==> src/rtl/mpt_memory_stage_if.sv <==
// Valid/ready/data handshake between walking-pipeline stages.
// The master drives valid and data; the slave drives ready.
interface mpt_memory_stage_if #(
  parameter int unsigned DATA_WIDTH = 32
) ();
  logic                  valid;
  logic                  ready;
  logic [DATA_WIDTH-1:0] data;

  modport master (output valid, output data, input ready);
  modport slave  (input valid, input data, output ready);
endinterface

==> src/rtl/mpt_memory_stage.sv <==
// Walking-stage memory responder: fetches the MPTE for DO transactions and
// refills the forwarding buffer; SKIP/FWD transactions pass straight through.
//
// state   | meaning
// IDLE    | waiting for a transaction from the forwarding buffer
// REQ     | MPTE read request presented, waiting for mem_req_ready_i
// WAIT    | request accepted, waiting for response / error / timeout
// OUT     | resolved transaction presented to the check stage
//
// Transaction layout: [TDW-1:TDW-2] walking, [TDW-3] valid,
// [TDW-4:16] mpte_ptr, [15:0] mpte (low bits of the fetched entry).
module mpt_memory_stage #(
  parameter int unsigned TRANSACTION_DATA_WIDTH = 32,
  parameter int unsigned MEM_ADDR_WIDTH         = 64,
  parameter int unsigned MPTE_WIDTH             = 64,
  parameter int unsigned MEM_TIMEOUT_CYCLES     = 256
) (
  input  logic                              clk_i,
  input  logic                              rst_i,
  mpt_memory_stage_if.slave                 fwd_slave_stage,
  mpt_memory_stage_if.master                chk_master_stage,
  output logic                              fwd_update_valid,
  output logic [TRANSACTION_DATA_WIDTH-1:0] fwd_update_data,
  output logic                              mem_req_valid_o,
  input  logic                              mem_req_ready_i,
  output logic [MEM_ADDR_WIDTH-1:0]         mem_req_addr_o,
  input  logic                              mem_rsp_valid_i,
  input  logic [MPTE_WIDTH-1:0]             mem_rsp_data_i,
  input  logic                              mem_rsp_err_i,
  output logic                              mem_fault_o
);

  localparam int unsigned TDW     = TRANSACTION_DATA_WIDTH;
  localparam int unsigned MF      = 16;
  localparam int unsigned WALK_HI = TDW - 1;
  localparam int unsigned WALK_LO = TDW - 2;
  localparam int unsigned VLD_BIT = TDW - 3;
  localparam int unsigned PTR_HI  = TDW - 4;
  localparam int unsigned PTR_LO  = MF;
  localparam int unsigned CNT_W   = (MEM_TIMEOUT_CYCLES > 1) ? $clog2(MEM_TIMEOUT_CYCLES) : 1;

  localparam logic [1:0] WALK_DO = 2'b01;
  localparam logic [CNT_W-1:0] CNT_LAST = CNT_W'(MEM_TIMEOUT_CYCLES - 1);

  typedef enum logic [1:0] {ST_IDLE, ST_REQ, ST_WAIT, ST_OUT} state_t;

  state_t           state;
  logic [TDW-1:0]   hold;
  logic [CNT_W-1:0] cnt;
  logic             out_valid;
  logic             accept;
  logic             in_is_do;
  logic             unused_rsp_hi;

  // Only the low MF bits of an entry fit in the transaction's mpte field.
  assign unused_rsp_hi = ^mem_rsp_data_i[MPTE_WIDTH-1:MF];

  assign fwd_slave_stage.ready = (state == ST_IDLE) &&
                                 (!out_valid || chk_master_stage.ready);
  assign accept   = fwd_slave_stage.valid && fwd_slave_stage.ready;
  assign in_is_do = fwd_slave_stage.data[VLD_BIT] &&
                    (fwd_slave_stage.data[WALK_HI:WALK_LO] == WALK_DO);

  assign chk_master_stage.valid = out_valid;
  assign chk_master_stage.data  = hold;
  assign fwd_update_data        = hold;
  assign mem_req_addr_o         = MEM_ADDR_WIDTH'(hold[PTR_HI:PTR_LO]);

  always_ff @(posedge clk_i or posedge rst_i) begin
    if (rst_i) begin
      state            <= ST_IDLE;
      hold             <= '0;
      cnt              <= '0;
      out_valid        <= 1'b0;
      mem_req_valid_o  <= 1'b0;
      fwd_update_valid <= 1'b0;
      mem_fault_o      <= 1'b0;
    end else begin
      fwd_update_valid <= 1'b0;
      mem_fault_o      <= 1'b0;
      case (state)
        ST_IDLE: begin
          if (accept) begin
            hold <= fwd_slave_stage.data;
            if (in_is_do) begin
              state           <= ST_REQ;
              mem_req_valid_o <= 1'b1;
            end else begin
              state     <= ST_OUT;
              out_valid <= 1'b1;
            end
          end
        end
        ST_REQ: begin
          if (mem_req_ready_i) begin
            mem_req_valid_o <= 1'b0;
            cnt             <= '0;
            state           <= ST_WAIT;
          end
        end
        ST_WAIT: begin
          if (mem_rsp_valid_i) begin
            state     <= ST_OUT;
            out_valid <= 1'b1;
            if (mem_rsp_err_i) begin
              hold[MF-1:0] <= '0;
              mem_fault_o  <= 1'b1;
            end else begin
              hold[MF-1:0]     <= mem_rsp_data_i[MF-1:0];
              fwd_update_valid <= 1'b1;
            end
          end else if (cnt == CNT_LAST) begin
            // Zeroed mpte is an invalid entry, so the check stage faults it.
            hold[MF-1:0] <= '0;
            mem_fault_o  <= 1'b1;
            state        <= ST_OUT;
            out_valid    <= 1'b1;
          end else begin
            cnt <= cnt + CNT_W'(1);
          end
        end
        ST_OUT: begin
          if (chk_master_stage.ready) begin
            out_valid <= 1'b0;
            state     <= ST_IDLE;
          end
        end
        default: state <= ST_IDLE;
      endcase
    end
  end

endmodule

==> src/flat_wrapper.sv <==
// flat-port wrapper written by rule: the top's interface ports become plain ports
module mpt_memory_stage_flat 
#(
  parameter int unsigned TRANSACTION_DATA_WIDTH = 32,
  parameter int unsigned MEM_ADDR_WIDTH         = 64,
  parameter int unsigned MPTE_WIDTH             = 64,
  parameter int unsigned MEM_TIMEOUT_CYCLES     = 256
)
  (clk_i, rst_i, fwd_update_valid, fwd_update_data, mem_req_valid_o, mem_req_ready_i, mem_req_addr_o, mem_rsp_valid_i, mem_rsp_data_i, mem_rsp_err_i, mem_fault_o, fwd_slave_stage_valid, fwd_slave_stage_data, fwd_slave_stage_ready, chk_master_stage_valid, chk_master_stage_data, chk_master_stage_ready);
  mpt_memory_stage_if #(.DATA_WIDTH(32)) fwd_slave_stage_i ();
  mpt_memory_stage_if #(.DATA_WIDTH(32)) chk_master_stage_i ();
  input  logic clk_i;
  input  logic rst_i;
  output logic fwd_update_valid;
  output logic [TRANSACTION_DATA_WIDTH-1:0] fwd_update_data;
  output logic mem_req_valid_o;
  input  logic mem_req_ready_i;
  output logic [MEM_ADDR_WIDTH-1:0] mem_req_addr_o;
  input  logic mem_rsp_valid_i;
  input  logic [MPTE_WIDTH-1:0] mem_rsp_data_i;
  input  logic mem_rsp_err_i;
  output logic mem_fault_o;
  input wire logic [$bits(fwd_slave_stage_i.valid)-1:0] fwd_slave_stage_valid;
  input wire logic [$bits(fwd_slave_stage_i.data)-1:0] fwd_slave_stage_data;
  output wire logic [$bits(fwd_slave_stage_i.ready)-1:0] fwd_slave_stage_ready;
  output wire logic [$bits(chk_master_stage_i.valid)-1:0] chk_master_stage_valid;
  output wire logic [$bits(chk_master_stage_i.data)-1:0] chk_master_stage_data;
  input wire logic [$bits(chk_master_stage_i.ready)-1:0] chk_master_stage_ready;
  assign fwd_slave_stage_i.valid = fwd_slave_stage_valid;
  assign fwd_slave_stage_i.data = fwd_slave_stage_data;
  assign fwd_slave_stage_ready = fwd_slave_stage_i.ready;
  assign chk_master_stage_valid = chk_master_stage_i.valid;
  assign chk_master_stage_data = chk_master_stage_i.data;
  assign chk_master_stage_i.ready = chk_master_stage_ready;
  mpt_memory_stage #(.TRANSACTION_DATA_WIDTH(TRANSACTION_DATA_WIDTH), .MEM_ADDR_WIDTH(MEM_ADDR_WIDTH), .MPTE_WIDTH(MPTE_WIDTH), .MEM_TIMEOUT_CYCLES(MEM_TIMEOUT_CYCLES)) u_core (.clk_i(clk_i), .rst_i(rst_i), .fwd_slave_stage(fwd_slave_stage_i), .chk_master_stage(chk_master_stage_i), .fwd_update_valid(fwd_update_valid), .fwd_update_data(fwd_update_data), .mem_req_valid_o(mem_req_valid_o), .mem_req_ready_i(mem_req_ready_i), .mem_req_addr_o(mem_req_addr_o), .mem_rsp_valid_i(mem_rsp_valid_i), .mem_rsp_data_i(mem_rsp_data_i), .mem_rsp_err_i(mem_rsp_err_i), .mem_fault_o(mem_fault_o));
endmodule
==> config.mk <==
export PLATFORM = sky130hd
export DESIGN_NAME = mpt_memory_stage_flat
export DESIGN_NICKNAME = d
export VERILOG_FILES = /design/src/rtl/mpt_memory_stage_if.sv /design/src/rtl/mpt_memory_stage.sv /design/src/flat_wrapper.sv
export SDC_FILE = /design/constraint.sdc
export NUM_CORES = 1
export LEC_CHECK = 0
export BUFFER_PORTS_ARGS = -buffer_cell sky130_fd_sc_hd__buf_2
export CAP_MARGIN = 5
export CORE_UTILIZATION = 23
export CTS_CLUSTER_DIAMETER = 50
export DETAILED_ROUTE_END_ITERATION = 8
export PLACE_DENSITY = 0.49
export SETUP_SLACK_MARGIN = 0.3
export SYNTH_ARGS = -nofsm -noshare
export SYNTH_HDL_FRONTEND = slang
export SYNTH_SLANG_ARGS = --single-unit
==> constraint.sdc <==
create_clock -name clk_i -period 4.92 [get_ports clk_i]
set_clock_uncertainty 0.05 [all_clocks]
set_input_delay 0.984 -clock clk_i [delete_from_list [all_inputs] [get_ports clk_i]]
set_output_delay 0.984 -clock clk_i [all_outputs]
set_load 0.01 [all_outputs]
=== Word-level counts from Yosys, hierarchy flattened ===
Cells that the tools add are included.

* Bits in registers: 46
* Logic and storage cells: 71
* Output and inout port bits: 133
* Input bits: 103

* Eq/ne operators: 13
* Muxes and demuxes: 33
* Reduce and logical (&&, ||, !) cells: 16
* Add/sub/neg operators: 1

{| class="wikitable"
|+ Operators by type and width
! operator !! count
|-
| $mux 16 || 4
|-
| $pmux 16 s2 || 1
|-
| $mux 8 || 3
|-
| $pmux 8 s2 || 1
|-
| $mux 1 || 15
|-
| $mux 2 || 6
|-
| $reduce_and 4->1 || 3
|-
| $ne 2x2->1 const B || 5
|-
| $add 8x1->8 const B || 1
|-
| $eq 8x8->1 const B || 1
|-
| $pmux 2 s4 || 1
|-
| $reduce_bool 2->1 || 3
|-
| $reduce_and 5->1 || 1
|-
| $eq 2x1->1 const B || 2
|-
| $eq 2x2->1 const B || 2
|-
| $ne 2x1->1 const B || 2
|-
| $logic_and 1x1->1 || 3
|-
| $ne 3x2->1 const B || 1
|-
| $pmux 1 s3 || 1
|-
| $reduce_and 3->1 || 1
|-
| $reduce_bool 3->1 || 1
|-
| $logic_not 2->1 || 1
|-
| $pmux 1 s2 || 1
|-
| $reduce_and 2->1 || 1
|-
| other kinds (2) || 2
|}

=== Depth between registers and ports, before layout ===
* Depth in word-level cells: 6
* Depth in mapped cells: 7

=== Worst setup path before layout ===
No wires, ideal clock.

* Kind: input-to-output
* From: input port chk_master_stage_ready
* To: output port fwd_slave_stage_ready
* Setup slack: 2.546 ns
* Stages on the path: 2
* Arrival: 1.340 ns
* Path buffers: 0
* Path through: nand2b_1 -> and2_1

* Word-level cells in the longest chain between the ends: 2

{| class="wikitable"
|+ RTL lines
! what !! line !! text
|-
| start: declaration || flat_wrapper.sv:28 || <nowiki>input wire logic [$bits(chk_master_stage_i.ready)-1:0] chk_master_stage_ready;</nowiki>
|-
| $logic_or 1x1->1 || mpt_memory_stage.sv:59 || <nowiki>(!out_valid || chk_master_stage.ready);</nowiki>
|-
| $logic_and 1x1->1 || mpt_memory_stage.sv:58 || <nowiki>assign fwd_slave_stage.ready = (state == ST_IDLE) &&</nowiki>
|-
| end: declaration || flat_wrapper.sv:25 || <nowiki>output wire logic [$bits(fwd_slave_stage_i.ready)-1:0] fwd_slave_stage_ready;</nowiki>
|}

Every way passes these cells.

=== Worst setup path after layout ===
* From: input port chk_master_stage_ready
* To: register u_core.hold[13], in the netlist u_core.chk_master_stage.data[13]

* Word-level cells in the longest chain between the ends: 5

{| class="wikitable"
|+ RTL lines
! what !! line !! text
|-
| $logic_or 1x1->1 || mpt_memory_stage.sv:59 ||
|-
| $logic_and 1x1->1 || mpt_memory_stage.sv:58 ||
|-
| $logic_and 1x1->1 || mpt_memory_stage.sv:60 || <nowiki>assign accept = fwd_slave_stage.valid && fwd_slave_stage.ready;</nowiki>
|-
| $ne 2x1->1 (no source line) || n/a ||
|-
| $reduce_and 3->1 (no source line) || n/a ||
|-
| end signal: assignment || mpt_memory_stage.sv:84 || <nowiki>hold <= fwd_slave_stage.data;</nowiki>
|-
| end signal: indexed assignment || mpt_memory_stage.sv:109 || <nowiki>hold[MF-1:0] <= mem_rsp_data_i[MF-1:0];</nowiki>
|-
| end: declaration || mpt_memory_stage.sv:48 || <nowiki>logic [TDW-1:0] hold;</nowiki>
|}

Every way passes these cells.
A chain may end at the register's enable or synchronous reset.

==> flow_metrics.py <==
metrics = {
    "routing": {
        "route.detailed.drc": 0,
        "wire_per_inst_um": 11.7,
        "dr.pass1.iters": 4,
        "avgViaCountPerCell": 4.00,
        "wl_mm": 6.47,
        "via_count": 2213,
        "antenna_left": 0,
        "drtIter0Drc": 74,
    },
    "pwr": {
        "max-vdd-ir-drop_v": 0.000163,
        "pwr_density_cell_nw_per_um2": 630,
        "p_leak_nw": 1.85,
    },
    "global_route": {
        "grt_pass1_wl_mm": 10.6,
        "antenna_found_initial": 0,
        "grt_max_degree": 47,
        "grt_usage_pct": 9.52,
        "globalRoute.totalOverflow": 0,
        "grt_pass1_vias": 2016,
    },
    "worst_setup_path": {
        "timing.rr.end": "u_core.chk_master_stage.data[13]",
        "max_stage_delay_ns": 0.88,
        "critPathArrivalTime_ns": 3.19,
        "startpoint_type": "primary input",
        "r2r-start": "u_core.state[0]",
        "worstSetupPathType": "in -> reg",
        "path_cells": "buf_2, nand2b_1, nand3_1, a21boi_4, mux2_2",
        "cp-end-kind": "flip-flop",
        "cp_top_family": "compound AO/OA/AOI/OAI gates",
        "rrSetupSlack_ns": 1.99,
        "required_ns": 5.04,
        "cp_num_buf_inv": 1,
        "path_max_fanout": 17,
        "r2r_cells": 5,
        "critPathSlowestCell": "a21boi_4",
    },
    "die": {
        "die_h_um": 118,
        "ioPinCount": 236,
        "initial_core_util_pct": 24.0,
        "rows": 41,
        "die_area_um2": 13900,
        "core-area_um2": 12900,
        "chipWidth_um": 118,
    },
    "clock_tree": {
        "clk_latency_ns": 0.29,
        "postCtsSetupRepairBufs": 0,
        "cts_hold_buf": 0,
        "cts_made_buffers": 5,
        "root_buffer": "clkbuf_16",
        "cts_tree": "yes",
        "clkTransAtPathRegs_ns": 0.06,
        "post_cts_resized": 0,
        "htreeDepth": 2,
        "clock_sinks": 46,
        "cts_buffer_depth": 2,
    },
    "synth": {
        "async_flop_share_pct": 100,
        "synth_area_um2": 3090,
        "synth-seq-area-share_pct": 37.3,
        "synth_commonest_cells": "buf_4, dfrtp_1, mux2_2",
        "post_synth.cell_area_avg_um2": 10.6,
        "synth_warnings": 0,
        "synth_area_leaders": "dfrtp_1, buf_4, mux2_2",
        "synth_seq_cells": 46,
        "ys_types": 47,
        "synthCells": 291,
        "synthFlopType": "dfrtp_1",
        "synth_edf_count": 0,
        "yosys.area.top_type_share_pct": 37.3,
        "yosysMostFrequentCell": "buf_4",
        "synth.largest_area_cell": "dfrtp_1",
    },
    "layout": {
        "drive_gt1_share_pct": 48.6,
        "layout-area-overhead-vs-synth_pct": 15.0,
        "final_cells": 553,
        "nets": 489,
        "antennaDiodeCount": 0,
        "final_area_um2": 3550,
    },
    "place": {
        "gp_congestion": 0.830,
        "hpwlAfterDp_mm": 4.83,
        "place_area_um2": 3400,
        "portBuffers": 136,
        "place_inst": 545,
    },
    "timing": {
        "grt_setup_unrepaired": "no",
        "worst_slew_pin_slew_ns": 1.17,
        "totalNegativeSetupSlack_ns": 0,
        "setup_viol": 0,
        "slew_viol_final": 0,
        "fmax_mhz": 326,
        "relSlewSlack_pct": 21.7,
        "period_share_pct": 62.3,
        "worst_hold_slack_ns": 0.473,
        "period_needed_ns": 3.06,
        "final_hold_viol_count": 0,
    },
    "hold_path": {
        "min_from": "u_core.mem_req_valid_o",
        "hold_path_end": "u_core.mem_req_valid_o",
        "holdCritPathClass": "reg -> reg",
        "holdPathStages": 1,
    },
    "status": {
        "status": "finished clean",
    },
    "run": {
        "maxCapViolCount": 0,
    },
}
## registers in the layout, summed over array words and instances, names as in the netlist
register                       count
u_core.chk_master_stage.data      32
u_core.cnt                         8
u_core.state                       2
u_core.chk_master_stage.valid      1
u_core.fwd_update_valid            1
u_core.mem_fault_o                 1
u_core.mem_req_valid_o             1
## layout make-up
cell class	count	area, um2
timing repair buffer	136	681
clock buffer	6	139
inverter	7	26.3
fill	1379	9320
tap	172	215
clock inverter	2	12.5
sequential	46	1150
multi-input combinational	184	1330
## power breakdown
group	internal (mW)	leakage [nW]	switching [mW]
Sequential	0.554	0.566	0.153
Combinational	0.578	1.21	0.607
Clock	0.201	0.0729	0.147
## worst max path at each step
stage	start	depth (start not counted)	to	slack, ns
finish	chk_master_stage_ready	5	u_core.chk_master_stage.data[13]	1.86
global route	chk_master_stage_ready	5	u_core.chk_master_stage.data[13]	1.62
CTS	chk_master_stage_ready	5	u_core.chk_master_stage.data[13]	1.78
detailed placement	chk_master_stage_ready	5	u_core.chk_master_stage.data[13]	1.48
global placement	chk_master_stage_ready	5	u_core.chk_master_stage.data[13]	1.51
floorplan	chk_master_stage_ready	2	fwd_slave_stage_ready	2.55
## logic make-up after synthesis
family	after synthesis	synth area share, %
other cells	1	0.121
simple gates	43	7.61
fa+ha+maj	6	2.43
compound gates	49	12.9
mux	35	13.9
flops	46	37.3
buf+inv	111	25.8
## placed cells by master, fill, tap and decap left out, types with 2 or more instances in the layout
cell type and n:
a211oi_1 2, a21o_1 2, a21oi_1 5, a221o_1 2, a22o_1 16, a31oi_1 5, buf_2 136, clkbuf_16 5
conb_1 51, dfrtp_1 46, ha_1 6, inv_1 6, mux2_2 22, mux2_4 10, mux2i_1 3, nand2_1 12
nand2b_1 2, nand3_1 4, nor2_1 9, nor2b_1 3, nor3_1 3, o21ai_0 5
## metrics by stage
stage / worst slack [ns] / util, % / power [mW]
CTS: 1.78 / 27.6 / 2.27
global route: 1.62 / 27.6 / 2.41
global placement: 1.51 / 26.4 / 1.90
finish: 1.86 / 27.6 / 2.24
floorplan: 2.55 / - / 1.75
detailed placement: 1.48 / 26.4 / 1.91
## per-layer routing
metal | GRT usage, % | vias up | wire [um]
li1 | - | 1042 | -
met1 | 11.3 | 1057 | 2680
met2 | 16.7 | 109 | 3340
met3 | 1.89 | 5 | 351
met4 | 3.85 | 0 | 104
met5 | 0 | - | 0
No activity file was read; power rests on OpenSTA's default activity.
